<file path="config.mk">
export PLATFORM = sky130hd
export DESIGN_NAME = midi_msg_assembler
export DESIGN_NICKNAME = d
export VERILOG_FILES = /design/src/rtl/midi_pkg.sv /design/src/rtl/midi_uart_rx.sv /design/src/rtl/midi_msg_assembler.sv
export SDC_FILE = /design/constraint.sdc
export NUM_CORES = 1
export LEC_CHECK = 0
export ABC_AREA = 1
export CORE_ASPECT_RATIO = 1.4
export CORE_MARGIN = 2
export CORE_UTILIZATION = 58
export CTS_CLUSTER_DIAMETER = 50
export DETAILED_ROUTE_END_ITERATION = 12
export GPL_TIMING_DRIVEN = 0
export PLACE_DENSITY = 0.92
export SYNTH_ARGS = -nofsm -noshare
export SYNTH_HDL_FRONTEND = slang
export SYNTH_SLANG_ARGS = --single-unit
</file>
<file path="constraint.sdc">
create_clock -name Clk -period 2.1 [get_ports Clk]
set_input_delay 0.21 -clock Clk [delete_from_list [all_inputs] [get_ports Clk]]
set_output_delay 0.21 -clock Clk [all_outputs]
set_load 0.005 [all_outputs]
</file>
<file path="src/rtl/midi_pkg.sv">
// Shared MIDI constants and helpers: bit-period derivation, status classes,
// and message data-length lookup.
package midi_pkg;

  localparam logic [7:0] ST_REALTIME_MIN = 8'hF8;
  localparam logic [7:0] ST_SYSCOM_MIN   = 8'hF0;

  function automatic int unsigned clks_per_bit(input int unsigned clk_hz,
                                               input int unsigned baud);
    return clk_hz / baud;
  endfunction

  // Program change and channel pressure carry one data byte; the rest carry two.
  function automatic logic [1:0] midi_data_len(input logic [7:0] status);
    return (status[7:4] == 4'hC || status[7:4] == 4'hD) ? 2'd1 : 2'd2;
  endfunction

endpackage

</file>
<file path="src/rtl/midi_uart_rx.sv">
// 8N1 serial receiver: 2-flop synchronizer, mid-bit sampling FSM, and
// one-cycle pulses for received byte, framing error and confirmed start.
module midi_uart_rx #(
  parameter int unsigned CLKS_PER_BIT = 1600
) (
  input  logic       Clk,
  input  logic       Rst_n,
  input  logic       rx_in,
  output logic [7:0] rx_byte,
  output logic       rx_valid,
  output logic       Frame_err,
  output logic       Activity
);

  localparam int unsigned CW = (CLKS_PER_BIT > 1) ? $clog2(CLKS_PER_BIT) : 1;
  localparam logic [CW-1:0] HALF_LD = CW'(CLKS_PER_BIT/2 - 1);
  localparam logic [CW-1:0] BIT_LD  = CW'(CLKS_PER_BIT - 1);

  localparam logic [1:0] S_IDLE  = 2'd0;
  localparam logic [1:0] S_START = 2'd1;
  localparam logic [1:0] S_DATA  = 2'd2;
  localparam logic [1:0] S_STOP  = 2'd3;

  logic [1:0]    sync;
  logic [1:0]    state;
  logic [CW-1:0] cnt;
  logic [2:0]    bitn;
  logic [7:0]    shreg;
  logic          rxs;

  assign rxs = sync[1];

  // Synchronizer resets high so a released reset never looks like a start bit.
  always_ff @(posedge Clk or negedge Rst_n)
    if (!Rst_n) sync <= 2'b11;
    else        sync <= {sync[0], rx_in};

  always_ff @(posedge Clk or negedge Rst_n) begin
    if (!Rst_n) begin
      state     <= S_IDLE;
      cnt       <= '0;
      bitn      <= '0;
      shreg     <= '0;
      rx_byte   <= '0;
      rx_valid  <= 1'b0;
      Frame_err <= 1'b0;
      Activity  <= 1'b0;
    end else begin
      rx_valid  <= 1'b0;
      Frame_err <= 1'b0;
      Activity  <= 1'b0;
      case (state)
        S_IDLE:
          if (!rxs) begin
            state <= S_START;
            cnt   <= HALF_LD;
          end
        S_START:
          if (cnt != '0) cnt <= cnt - 1'b1;
          else if (!rxs) begin
            Activity <= 1'b1;
            state    <= S_DATA;
            cnt      <= BIT_LD;
            bitn     <= '0;
          end else state <= S_IDLE;
        S_DATA:
          if (cnt != '0) cnt <= cnt - 1'b1;
          else begin
            shreg <= {rxs, shreg[7:1]};
            cnt   <= BIT_LD;
            if (bitn == 3'd7) state <= S_STOP;
            else              bitn  <= bitn + 1'b1;
          end
        default:
          if (cnt != '0) cnt <= cnt - 1'b1;
          else begin
            if (rxs) begin
              rx_byte  <= shreg;
              rx_valid <= 1'b1;
            end else Frame_err <= 1'b1;
            state <= S_IDLE;
          end
      endcase
    end
  end

endmodule

</file>
<file path="src/rtl/midi_msg_assembler.sv">
// MIDI channel-voice message assembler: receives serial bytes and builds
// {status, data1, data2} words with running status and real-time filtering.
module midi_msg_assembler
  import midi_pkg::*;
#(
  parameter int unsigned CLK_HZ       = 50_000_000,
  parameter int unsigned BAUD         = 31_250,
  parameter int unsigned CLKS_PER_BIT = clks_per_bit(CLK_HZ, BAUD)
) (
  input  logic        Clk,
  input  logic        Rst_n,
  input  logic        MIDI_in,
  output logic [23:0] MIDI_data,
  output logic        Msg_valid,
  output logic        Frame_err,
  output logic        Activity
);

  logic [7:0] rx_byte;
  logic       rx_valid, rx_ferr, rx_act;

  logic [7:0] run_status;
  logic [1:0] need;
  logic       idx;
  logic [7:0] d1;

  midi_uart_rx #(.CLKS_PER_BIT(CLKS_PER_BIT)) u_rx (
    .Clk       (Clk),
    .Rst_n     (Rst_n),
    .rx_in     (MIDI_in),
    .rx_byte   (rx_byte),
    .rx_valid  (rx_valid),
    .Frame_err (rx_ferr),
    .Activity  (rx_act)
  );

  // Activity/Frame_err are retimed by one cycle so all three outputs share
  // the same latency from their sample point.
  always_ff @(posedge Clk or negedge Rst_n) begin
    if (!Rst_n) begin
      MIDI_data  <= '0;
      Msg_valid  <= 1'b0;
      Frame_err  <= 1'b0;
      Activity   <= 1'b0;
      run_status <= '0;
      need       <= 2'd2;
      idx        <= 1'b0;
      d1         <= '0;
    end else begin
      Msg_valid <= 1'b0;
      Frame_err <= rx_ferr;
      Activity  <= rx_act;
      if (rx_ferr) begin
        idx <= 1'b0;
      end else if (rx_valid) begin
        if (rx_byte >= ST_REALTIME_MIN) begin
          // real-time bytes are transparent to message assembly
        end else if (rx_byte >= ST_SYSCOM_MIN) begin
          run_status <= '0;
          idx        <= 1'b0;
        end else if (rx_byte[7]) begin
          run_status <= rx_byte;
          idx        <= 1'b0;
          need       <= midi_data_len(rx_byte);
        end else if (run_status != 8'h00) begin
          if (!idx) begin
            d1 <= rx_byte;
            if (need == 2'd1) begin
              MIDI_data <= {run_status, rx_byte, 8'h00};
              Msg_valid <= 1'b1;
            end else idx <= 1'b1;
          end else begin
            MIDI_data <= {run_status, d1, rx_byte};
            Msg_valid <= 1'b1;
            idx       <= 1'b0;
          end
        end
      end
    end
  end

endmodule

</file>
* After elaboration in Yosys (flattened, before gate mapping)
Cells that the tools add are included.
Word-level totals: flip-flop bits (word level) 82, input port bits 3, output and inout bits 27, logic and storage cells 110
Cells by class: add/sub/neg operators 2, magnitude comparators 2, eq/ne operators 15, muxes and demuxes 46, bitwise gates (word level) 7, reductions and logical operators 21
Operator list (number):
- 11-bit two-way mux | 5
- 24-bit two-way mux | 2
- 11-bit one-hot mux with 3 select lines | 1
- 1-bit two-way mux | 23
- 8-bit greater-or-equal comparator, second input constant | 2
- 8-bit two-way mux | 2
- 5-bit AND reduction | 3
- 2-bit two-way mux | 7
- 7-bit AND reduction | 2
- 3-bit two-way mux | 4
- 2-bit != test, second input constant | 6
- 11-bit nonzero test | 1
- 11-bit by 1-bit subtractor with 11-bit output, second input constant | 1
- 3-bit AND reduction | 3
- 4-bit == test, second input constant | 2
- 2-bit nonzero test | 4
- 4-bit nonzero test | 2
- 8-bit nonzero test | 1
- 1-bit NOT | 7
- 2-bit one-hot mux with 3 select lines | 1
- 3-bit one-hot mux with 2 select lines | 1
- 2-bit by 1-bit == test with 1-bit output, second input constant | 2
- 2-bit by 1-bit != test with 1-bit output, second input constant | 2
- 4-bit AND reduction | 1
- other kinds (8) | 8

* Logic depth before layout (Yosys ltp)
Gate-level depths: netlist of run 1.
word-level depth 9, mapped depth 12, mapped depth without buffers 11

* Hierarchy
Synthesis of run 1 repeated with hierarchy kept, for this count alone.
Second synthesis, totals: cells, all modules 458, area, all modules 3907.5 µm²
Modules (own cells, without submodules):
- midi_uart_rx | instances 1, cells an instance 231, area an instance 1976.9 µm², seq. area each 928.4 µm²
- midi_msg_assembler | instances 1, cells an instance 227, area an instance 1930.6 µm², seq. area each 1077.3 µm²

* Least setup slack after synthesis of run 1
No wires, ideal clock.
kind register -> register, from reg u_rx.state[0], to reg u_rx.cnt[10], setup time 0.121 ns, arrival time 1.382 ns, required time 1.979 ns, setup slack 0.597 ns, cell stages (with the launch flop) 12, path buffers 1, period minus slack after synthesis 1.503 ns, cells stage by stage dfrtp_1 inv_1 ha_1 nor2_1 nand2_1 nand2_1 nand3_4 nand2_4 buf_8 nor2_1 nand2_1 o21ai_1
Between the ends: word-level cells in the longest chain between the ends 3, elaborated cells between the ends (all ways) 8, classes of those cells eq/ne (4); mux (1); reduce/logical (3)
RTL lines:
- start: declaration | RTL line midi_uart_rx.sv:25 | logic [1:0] state;
- start signal: assignment | RTL line midi_uart_rx.sv:40 | state <= S_IDLE;
- start signal: assignment | RTL line midi_uart_rx.sv:55 | state <= S_START;
- start signal: assignment | RTL line midi_uart_rx.sv:62 | state <= S_DATA;
- 2-bit by 1-bit == test with 1-bit output (tied with other cells) | RTL line midi_uart_rx.sv:52 | case (state)
- 3-bit != test (no source line) (tied with other cells)
- 3-bit AND reduction (no source line)
- end signal: assignment | RTL line midi_uart_rx.sv:59 | if (cnt != '0) cnt <= cnt - 1'b1;
- end signal: assignment | RTL line midi_uart_rx.sv:67 | if (cnt != '0) cnt <= cnt - 1'b1;
- end signal: assignment | RTL line midi_uart_rx.sv:75 | if (cnt != '0) cnt <= cnt - 1'b1;
- end: declaration | RTL line midi_uart_rx.sv:26 | logic [CW-1:0] cnt;
Parallel ways exist; a longest one is shown, timed or not. A chain may end at the register's enable or synchronous reset.

* Final worst setup path of run 1
from reg u_rx.state[1], to reg u_rx.cnt[0]
The elaborated chain is that of the path after synthesis.

==> results of run 1 <==
-- cells in the final DEF, fill, tap and decap left out, types with 4 or more instances in the layout --
cell type,count
buf_4,5
clkbuf_8,9
clkdlybuf4s50_1,26
dfrtp_1,77
ha_1,8
inv_1,50
nand2_1,143
nand3_1,15
nand4_1,5
nor2_1,28
nor2_2,4
nor2_4,4
o21ai_0,60
o21ai_1,8
-- registers in the layout, summed over array words and instances, names as in the netlist, 2 cells and up --
signal	count
MIDI_data	22
d1	7
need	2
run_status	8
u_rx.bitn	3
u_rx.cnt	11
u_rx.rx_byte	8
u_rx.shreg	8
u_rx.state	2
u_rx.sync	2
-- routing by layer --
metal | part of all wire | wire length (um) | vias up
li1 | - | - | 1471
met1 | 0.38 | 2940 | 1431
met2 | 0.55 | 4270 | 94
met3 | 0.040 | 313 | 21
met4 | 0.028 | 219 | 0
met5 | 0 | 0 | -
-- how the worst max path moves through the flow --
stage               slack [ns]      endpoint  depth (start not counted)           from
detailed placement        0.30   u_rx.cnt[0]                         10  u_rx.state[1]
global route              0.09   u_rx.cnt[1]                         10  u_rx.state[1]
finish                    0.28   u_rx.cnt[0]                         10  u_rx.state[1]
CTS                       0.27   u_rx.cnt[0]                         10  u_rx.state[1]
floorplan                 0.60  u_rx.cnt[10]                         11  u_rx.state[0]
global placement         -1.74         d1[3]                          1          Rst_n
-- final cells by class --
cell class	count	area share
buffer	12	0.0195
clock buffer	10	0.0292
clock inverter	6	0.0212
inverter	53	0.0461
multi-input combinational	299	0.334
sequential	80	0.459
tap	72	0.0206
timing repair buffer	29	0.0699
-- power breakdown --
part	switching, mW	internal [mW]	total (mW)
logic	0.0343	0.0132	0.0474
registers	0.00231	1.54	1.54
clock network	0.576	0.676	1.25
total	0.612	2.23	2.84
-- stage by stage --
| step | power [mW] | setup WS [ns] | cell area, um2 |
|---|---|---|---|
| floorplan | 1.58 | 0.597 | 3750 |
| global placement | 1.62 | -1.74 | 4110 |
| detailed placement | 1.62 | 0.295 | 4140 |
| CTS | 2.86 | 0.272 | 4370 |
| global route | 2.93 | 0.0924 | 4370 |
| finish | 2.84 | 0.283 | 4370 |
-- kinds of logic (layout without fill, tap and decap cells) --
group / count (synthesis) / in the layout / synth area share
and+or+nand+nor: 212 / 212 / 0.252
xor gates and xnor gates: 3 / 3 / 0.00702
AOI/OAI and AO/OA: 74 / 74 / 0.102
DFF: 80 / 80 / 0.535
buffers and inverters: 65 / 110 / 0.0765
other: 1 / 2 / 0.00100
adders and majority gates: 8 / 8 / 0.0267
-- worst max-delay path, delay by kind of cell (launching register included) --
family | cells | cell delay (ns)
buffers and inverters | 1 | 0.13
adders and majority gates | 1 | 0.26
and+or+nand+nor | 8 | 0.94
DFF | 1 | 0.42
==> insert_results.sql, run 1 <==
INSERT INTO impl_metrics (metric_group, metric, value, unit) VALUES
('run_status', 'run_status', 'completed', ''),
('route', 'route.detailed.wl_per_inst', '13.8', 'um'),
('worst_hold_path', 'hold_path.class', 'input pin to async pin', ''),
('synth', 'postSynthCellCount', '443', ''),
('sta', 'min_period_over_period', '0.865', ''),
('die', 'start_util', '0.599', ''),
('finish', 'post_layout_nonfiller_instances', '561', ''),
('global_route', 'grt_util_met1', '0.255', ''),
('clocking', 'insertion_delay_to_the_later_sink_of_the_worst_skew_pair', '0.35', 'ns'),
('worst_setup_path', 'critical_path.max_fanout', '6', ''),
('sta', 'finalHoldViolations', '0', ''),
('clocking', 'cts_max_path_buffers', '2', ''),
('synth', 'syn-mean-instance-area', '8.46', 'um2'),
('sta', 'final.setup_skew', '0.0112', 'ns'),
('worst_setup_path', 'rr_worst_depth', '10', ''),
('die', 'boundaryPins', '30', ''),
('worst_setup_path', 'worstReg2RegStart', 'u_rx.state[1]', ''),
('synth', 'yosys.cell_types.count', '35', ''),
('synth', 'ys_async_sr_fraction', '1.00', ''),
('global_route', 'met2_track_demand_over_resource_in_global_routing', '0.453', ''),
('placed_design', 'place.port_buffers', '27', ''),
('die', 'fp.dieH', '99.1', 'um'),
('finish', 'final_core_utilization', '0.698', ''),
('synth', 'top_cell_type_by_total_area_after_synthesis', 'dfrtp_1', ''),
('clocking', 'cts_setup_buffers', '0', ''),
('pwr', 'max-vdd-ir-drop', '374', 'uV'),
('worst_setup_path', 'r2r_slack', '0.28', 'ns'),
('finish', 'multi_input_area', '1460', 'um2'),
('worst_setup_path', 'slowest_stage', 'dfrtp_1', ''),
('sta', 'max_freq', '550', 'MHz'),
('worst_setup_path', 'critPathArrivalTime', '2.11', 'ns'),
('synth', 'synth_enable_flop_cells', '0', ''),
('route', 'drt_first_pass_iters', '4', ''),
('synth', 'synth_warnings', '0', ''),
('global_route', 'first_global_vias', '3021', ''),
('clocking', 'clk_transition_reported_paths', '0.09', 'ns'),
('finish', 'final_layout_size_suffix_gt1_frac', '0.108', ''),
('global_route', 'globalRouteMet3Util', '0.0476', ''),
('placed_design', 'placedCellCount', '544', ''),
('clocking', 'cts-hold-fix-buffers', '1', ''),
('die', 'std_cell_rows', '34', ''),
('sta', 'fin_crit', '1.82', 'ns'),
('pwr', 'power_density', '651', 'nW/um2'),
('worst_setup_path', 'crit_path_start_kind', 'flip-flop', ''),
('synth', 'synth_top_cells_by_area', 'dfrtp_1 (51%), nand2_1 (14%), o21ai_0 (8.0%), inv_1 (5.0%), nor2_1 (2.8%)', ''),
('synth', 'yosysTopAreaCellShare', '0.514', ''),
('route', 'postRouteWirelength', '7.74', 'mm'),
('route', 'drt_iter0_drc', '283', ''),
('global_route', 'groute.usage.overall', '0.242', ''),
('placed_design', 'place_hpwl', '5.44', 'mm'),
('finish', 'n_antenna_cell', '0', ''),
('finish', 'syn2layout_area_growth', '16.5', '%'),
('synth', 'synth-seq-area-share', '0.535', ''),
('global_route', 'grt_start_max_net_pins', '72', ''),
('clocking', 'cts-resized-gates', '0', ''),
('run', 'drv.max_cap_violation_count', '0', ''),
('clocking', 'cts_buffers', '9', ''),
('sta', 'final.hold.worst_slack', '0.216', 'ns'),
('worst_setup_path', 'stage_delay_of_the_slowest_cell_on_the_critical_path', '0.42', 'ns'),
('sta', 'report.final.setup_viol', '0', ''),
('clocking', 'cts_root_buf', 'clkbuf_8', ''),
('synth', 'synth_flop_cell', 'dfrtp_1', ''),
('synth', 'syn-cell-area', '3750', 'um2'),
('die', 'die_area', '7130', 'um2'),
('worst_setup_path', 'worst_path_most_repeated_cell', 'nand2_1', ''),
('route', 'via_count', '3017', ''),
('clocking', 'cts_tree', 'built', ''),
('worst_setup_path', 'critical_path_class', 'flip-flop to flip-flop', ''),
('global_route', 'grt_antenna_before_repair', '0', ''),
('route', 'post_drt_via_cell_ratio', '5.38', ''),
('route', 'drc', '0', '');
No activity file was read; power rests on OpenSTA's default activity.
==> run 2, diff against run 1 <==
Settings changed: CORE_UTILIZATION 58 to 40, PLACE_DENSITY 0.92 to 0.7.
==> run 2 against run 1 <==
  * The flow now finishes with violations (DRC)
  * Routed wire length fell by 5.9%
  * Sequential power barely moved
  * Register-to-register slack improved by 0.04 ns
  * Sequential cell count did not move
  * Maximum frequency rose by 2.3%
  * Count of clock-buffer cells in the layout rose by 1
  * Die area rose by 43%
  * Worst setup slack improved by 0.041 ns
  * Utilization fell by 20 points
  * Global-route usage fell by 8.1 points
  * First-iteration DRC count fell by 56%
  * Critical path type unchanged
  * Critical endpoint is now u_rx.cnt[1]
==> insert_results.sql, run 2 (synthesis gave the netlist of run 1 again) <==
INSERT INTO impl_metrics (metric_group, metric, value, unit) VALUES
('run_status', 'run_status', 'finished with violations', ''),
('run_status', 'violations_in_the_final_reports', 'DRC', ''),
('pwr', 'static-leakage-power', '2.19', 'nW'),
('worst_setup_path', 'worstReg2RegEnd', 'u_rx.cnt[1]', ''),
('route', 'route.detailed.wl_per_inst', '12.2', 'um'),
('clocking', 'insertion_delay_to_the_later_sink_of_the_worst_skew_pair', '0.34', 'ns'),
('worst_setup_path', 'r2r_slack', '0.32', 'ns'),
('worst_setup_path', 'rr_worst_depth', '10', ''),
('placed_design', 'placedCellCount', '579', ''),
('die', 'die_area', '10200', 'um2'),
('worst_setup_path', 'critical_path_class', 'flip-flop to flip-flop', ''),
('finish', 'largest_register', 'MIDI_data', ''),
('placed_design', 'place.port_buffers', '27', ''),
('finish', 'largest_register_ff_count', '22', ''),
('placed_design', 'cell_area_after_placement', '4180', 'um2'),
('clocking', 'cts_root_buf', 'clkbuf_16', ''),
('sta', 'final-max-slew-violation-count', '0', ''),
('route', 'wl_met3', '196', 'um'),
('route', 'drc', '1', ''),
('route', 'postRouteWirelength', '7.29', 'mm'),
('clocking', 'htree_num_levels', '3', ''),
('route', 'route.layer.met1.wl', '3.08', 'mm'),
('die', 'boundaryPins', '30', ''),
('global_route', 'first_global_vias', '2912', ''),
('die', 'fp.dieH', '119', 'um'),
('die', 'std_cell_rows', '41', ''),
('run', 'drv.max_cap_violation_count', '0', ''),
('die', 'coreArea', '9080', 'um2'),
('sta', 'max_freq', '563', 'MHz'),
('finish', 'final_common_cell', 'nand2_1', ''),
('pwr', 'final_total_pwr', '3.15', 'mW'),
('finish', 'syn2layout_area_growth', '19.8', '%'),
('sta', 'min_period_over_period', '0.846', ''),
('worst_setup_path', 'crit_path_start_kind', 'flip-flop', ''),
('global_route', 'overflow', '0', ''),
('global_route', 'grt_antenna_before_repair', '0', ''),
('worst_setup_path', 'worstPathRequired', '2.38', 'ns'),
('route', 'post_drt_via_cell_ratio', '4.83', ''),
('placed_design', 'place_hpwl', '5.39', 'mm'),
('worst_setup_path', 'worstSetupEndpoint', 'u_rx.cnt[1]', ''),
('worst_setup_path', 'endpoint_kind', 'flip-flop', ''),
('finish', 'post_layout_nonfiller_instances', '596', ''),
('die', 'start_util', '0.413', ''),
('global_route', 'groute.usage.overall', '0.161', ''),
('route', 'antenna_violating_nets_post_route', '0', ''),
('route', 'drt_first_pass_iters', '10', ''),
('route', 'dr.max_layer_used', 'met4', ''),
('worst_hold_path', 'hold_path.class', 'input pin to flip-flop', ''),
('worst_setup_path', 'critical_path.max_fanout', '6', ''),
('finish', 'mostFrequentLayoutCells', 'nand2_1 (143), dfrtp_1 (77), o21ai_0 (60)', ''),
('sta', 'finalHoldViolations', '0', ''),
('sta', 'fin_crit', '1.78', 'ns'),
('sta', 'final.setup_skew', '0.00929', 'ns'),
('global_route', 'grt_pass1_wl', '13.1', 'mm'),
('worst_setup_path', 'worstReg2RegStart', 'u_rx.state[1]', ''),
('clocking', 'cts_max_path_buffers', '2', ''),
('sta', 'fin_setup_tns', '0', 'ns'),
('finish', 'final.fill_count', '835', ''),
('finish', 'final_core_utilization', '0.494', ''),
('finish', 'n_antenna_cell', '0', ''),
('worst_hold_path', 'hp-start', 'MIDI_in', ''),
('placed_design', 'place_congestion', '0.855', ''),
('worst_setup_path', 'critPathLaunch', 'u_rx.state[1]', ''),
('global_route', 'grt_start_max_net_pins', '59', ''),
('finish', 'fin_nets', '495', ''),
('finish', 'largest_registers', 'MIDI_data x22, u_rx.cnt x11', ''),
('clocking', 'clk_transition_reported_paths', '0.06', 'ns'),
('worst_setup_path', 'critPathArrivalTime', '2.05', 'ns'),
('pwr', 'power_density', '701', 'nW/um2'),
('clocking', 'clock_sinks', '80', ''),
('sta', 'report.final.setup_viol', '0', ''),
('route', 'met2WireLength', '3.82', 'mm'),
('die', 'die_span_in_x', '85.8', 'um'),
('clocking', 'cts_setup_buffers', '0', ''),
('clocking', 'cts_tree', 'built', ''),
('route', 'drt_iter0_drc', '124', ''),
('finish', 'layout.cell_area.non_filler', '4490', 'um2'),
('finish', 'final_layout_size_suffix_gt1_frac', '0.108', ''),
('clocking', 'cts_buffers', '9', ''),
('route', 'via_count', '2876', ''),
('pwr', 'max-vdd-ir-drop', '367', 'uV'),
('sta', 'rsz0062_at_grt', 'no', '');
run 2: repair_timing:
item                                   CTS  global route
hold buffers                             1             0
gates resized for setup                  0             0
endpoints found under the hold margin   20             0
run 2: metrics by stage:
step,setup slack (ns),hold WS [ns]
floorplan,0.597,-0.0856
global placement,-1.89,0.334
detailed placement,0.347,0.131
CTS,0.329,0.267
global route,0.127,0.290
finish,0.324,0.272
run 2: critical path: stages, from the launching register on:
cell,delay (ns)
dfrtp_1,0.41
inv_1,0.13
ha_1,0.26
nor2_1,0.09
nand2_1,0.06
nand2_1,0.08
nand3_4,0.13
nand2_4,0.06
nor2_1,0.31
nand2_1,0.10
nand2_1,0.07
run 2: area by class of cell:
cell class | instances | area, um2 | area share
flip-flops and latches | 80 | 2010 | 0.447
inverters | 53 | 201 | 0.0449
multi-input cells | 299 | 1460 | 0.325
clock inverters | 5 | 56.3 | 0.0125
well taps | 107 | 134 | 0.0298
plain buffers | 12 | 85.1 | 0.0190
repair buffers | 29 | 305 | 0.0680
clock buffers | 11 | 243 | 0.0541
run 2: routing by layer:
metal,track usage,vias to the layer above
met4,0.0813,0
li1,-,1472
met2,0.290,51
met3,0.0300,12
met5,0,-
met1,0.178,1341
run 2: worst min path at each step:
stage	end	slack (ns)	cells after the start
after floorplan	Activity	-0.09	0
after global placement	Activity	0.33	0
after detailed placement	Msg_valid	0.13	1
after CTS	u_rx.sync[0]	0.27	1
after global routing	u_rx.sync[0]	0.29	1
final	u_rx.sync[0]	0.27	1
run 2: report_power, final:
part,switching (mW),total (mW),internal (mW)
combinational,0.0344,0.0476,0.0132
clock,0.601,1.55,0.952
sequential,0.00207,1.55,1.55
==> run 3, diff against run 2 <==
Settings changed: PLACE_DENSITY 0.7 to 0.73.
Clock period 2.1 ns to 1.5 ns, I/O delays scaled along.
==> run 3 against run 2 <==
  * The run ends with DRC, setup timing left
  * Register-to-register slack worse by 0.44 ns
  * Final cell count grew 5.0%
  * Final area increased by 12%
  * Hold slack worse by 0.086 ns
  * Global-route usage up 1.5 points
  * Die area unchanged
  * Count of clock-buffer cells in the layout is the same
  * Power grew 55%
==> insert_results.sql, run 3 (synthesis gave the netlist of run 1 again) <==
INSERT INTO impl_metrics (metric_group, metric, value, unit) VALUES
('clocking', 'clk_transition_reported_paths', '0.06', 'ns'),
('sta', 'min_period_over_period', '1.08', ''),
('placed_design', 'place_congestion', '0.874', ''),
('placed_design', 'pre_cts_slack', '-0.268', 'ns'),
('sta', 'final-max-slew-violation-count', '0', ''),
('pwr', 'max-vdd-ir-drop', '545', 'uV'),
('die', 'start_util', '0.413', ''),
('die', 'fp.dieH', '119', 'um'),
('sta', 'fin_crit', '1.62', 'ns'),
('sta', 'report.final.setup_viol', '13', ''),
('route', 'route.detailed.wl_per_inst', '13.7', 'um'),
('clocking', 'cts_tree', 'built', ''),
('worst_setup_path', 'worstPathRequired', '1.77', 'ns'),
('clocking', 'htree_num_levels', '3', ''),
('worst_setup_path', 'worstPathCellList', 'inv_2 -> ha_4 -> nor2_4 -> nand2_2 -> nand2_2 -> nand3_4 -> nand2_4 -> buf_8 -> inv_6 -> nand2_4 -> nand2_2 -> nor2_2', ''),
('die', 'die_area', '10200', 'um2'),
('run', 'drv.max_cap_violation_count', '0', ''),
('placed_design', 'place_hpwl', '5.40', 'mm'),
('run_status', 'violations_in_the_final_reports', 'DRC, setup timing', ''),
('route', 'drt_first_pass_iters', '9', ''),
('die', 'std_cell_rows', '41', ''),
('worst_setup_path', 'stage_delay_of_the_slowest_cell_on_the_critical_path', '0.45', 'ns'),
('route', 'drt_iter0_drc', '220', ''),
('sta', 'rsz0062_at_grt', 'yes', ''),
('die', 'boundaryPins', '30', ''),
('finish', 'syn2layout_area_growth', '33.8', '%'),
('worst_setup_path', 'r2r_slack', '-0.12', 'ns'),
('global_route', 'first_global_vias', '3080', ''),
('finish', 'largest_register', 'MIDI_data', ''),
('global_route', 'groute.usage.overall', '0.176', ''),
('route', 'drc', '8', ''),
('global_route', 'grt_antenna_before_repair', '0', ''),
('global_route', 'overflow', '0', ''),
('finish', 'final_common_cell', 'nand2_1', ''),
('clocking', 'insertion_delay_to_the_later_sink_of_the_worst_skew_pair', '0.34', 'ns'),
('worst_setup_path', 'critical_path.max_fanout', '5', ''),
('die', 'coreArea', '9080', 'um2'),
('die', 'die_span_in_x', '85.8', 'um'),
('finish', 'mostFrequentLayoutCells', 'nand2_1 (133), dfrtp_1 (75), o21ai_0 (51)', ''),
('worst_setup_path', 'crit_path_start_kind', 'flip-flop', ''),
('finish', 'final_layout_size_suffix_gt1_frac', '0.237', ''),
('route', 'postRouteWirelength', '8.58', 'mm'),
('clocking', 'cts_buffers', '9', ''),
('worst_setup_path', 'critical_path_class', 'flip-flop to flip-flop', ''),
('global_route', 'grt_start_max_net_pins', '73', ''),
('clocking', 'clock_sinks', '80', ''),
('finish', 'final_core_utilization', '0.552', ''),
('sta', 'finalHoldViolations', '0', ''),
('worst_hold_path', 'hold_path.class', 'input pin to async pin', ''),
('finish', 'largest_register_ff_count', '22', ''),
('worst_setup_path', 'slowest_stage', 'dfrtp_1', ''),
('worst_setup_path', 'endpoint_kind', 'flip-flop', ''),
('route', 'via_count', '3123', ''),
('pwr', 'power_density', '975', 'nW/um2'),
('route', 'post_drt_via_cell_ratio', '4.99', ''),
('sta', 'max_freq', '619', 'MHz'),
('sta', 'final.hold.worst_slack', '0.186', 'ns'),
('clocking', 'cts_max_path_buffers', '2', ''),
('finish', 'largest_registers', 'MIDI_data x22, u_rx.cnt x11', ''),
('run_status', 'run_status', 'finished with violations', ''),
('route', 'antenna_violating_nets_post_route', '0', ''),
('finish', 'fin_nets', '525', ''),
('worst_setup_path', 'worst_path_most_repeated_cell', 'nand2_2', ''),
('clocking', 'cts_root_buf', 'clkbuf_16', ''),
('pwr', 'static-leakage-power', '2.39', 'nW'),
('placed_design', 'place.port_buffers', '27', ''),
('sta', 'fin_ws', '-0.117', 'ns'),
('pwr', 'final_total_pwr', '4.88', 'mW'),
('global_route', 'grt_pass1_wl', '14.1', 'mm'),
('finish', 'n_antenna_cell', '0', ''),
('placed_design', 'cell_area_after_placement', '4180', 'um2'),
('finish', 'layout.cell_area.non_filler', '5010', 'um2'),
('sta', 'final.setup_skew', '0.00901', 'ns'),
('worst_setup_path', 'critPathArrivalTime', '1.89', 'ns');
[run 3: cell count changes in the layout (fill, tap and decap cells not counted), moves of 8 or more]
cell / before / now
o21ai_1: 8 / 16
inv_1: 50 / 40
o21ai_0: 60 / 51
nor2_1: 28 / 19
nand2_1: 143 / 133
buf_4: 5 / 32
nand2_2: 2 / 11
[run 3: what timing repair did]
| item | CTS | global route |
|---|---|---|
| pin swaps | 9 | 18 |
| hold buffers | 1 | 0 |
| buffers inserted | 13 | 14 |
| resized for setup | 35 | 44 |
| endpoints found under the setup margin | 56 | 70 |
| cloned | 2 | 2 |
| hold endpoints to repair | 77 | 0 |
[run 3: worst paths after layout]
path                                    start            end  cells after the start
worst max-delay path            u_rx.state[1]    u_rx.cnt[7]                     12
worst min-delay path                    Rst_n  MIDI_data[22]                      2
worst max register to register  u_rx.state[1]    u_rx.cnt[7]                     12
worst min register to register  u_rx.Activity       Activity                      0
max in group asynchronous               Rst_n   u_rx.sync[1]                      3
min in group Clk                      MIDI_in   u_rx.sync[0]                      1
[run 3: stage by stage]
stage | instances | setup TNS [ns]
floorplan | 444 | 0
global placement | 578 | -192.77
detailed placement | 579 | -4.36
CTS | 611 | -0.627
global route | 626 | -3.45
finish | 626 | -1.06
[run 3: report_power, final]
| group | switching, mW | internal [mW] |
|---|---|---|
| clock network | 0.849 | 1.80 |
| registers | 0.00364 | 2.16 |
| logic | 0.0506 | 0.0192 |
[run 3: routing by layer]
metal / GRT usage / up-vias / share of wire
met1: 0.196 / 1494 / 0.39
li1: - / 1539 / -
met2: 0.313 / 72 / 0.55
met3: 0.0265 / 18 / 0.031
met4: 0.100 / 0 / 0.030
met5: 0 / - / 0
[run 3: worst max-delay path, delay by kind of cell (launching register included)]
| family | cells | cell delay [ns] |
|---|---|---|
| fa+ha+maj | 1 | 0.19 |
| buf+inv | 3 | 0.27 |
| flops | 1 | 0.45 |
| simple gates | 8 | 0.64 |
[run 3: area by class of cell]
cell class,count,area [um2]
buffer,11,105
clock buffer,11,233
clock inverter,5,129
fill,744,4070
inverter,53,215
multi-input combinational,301,1640
sequential,80,2010
tap,107,134
timing repair buffer,58,551
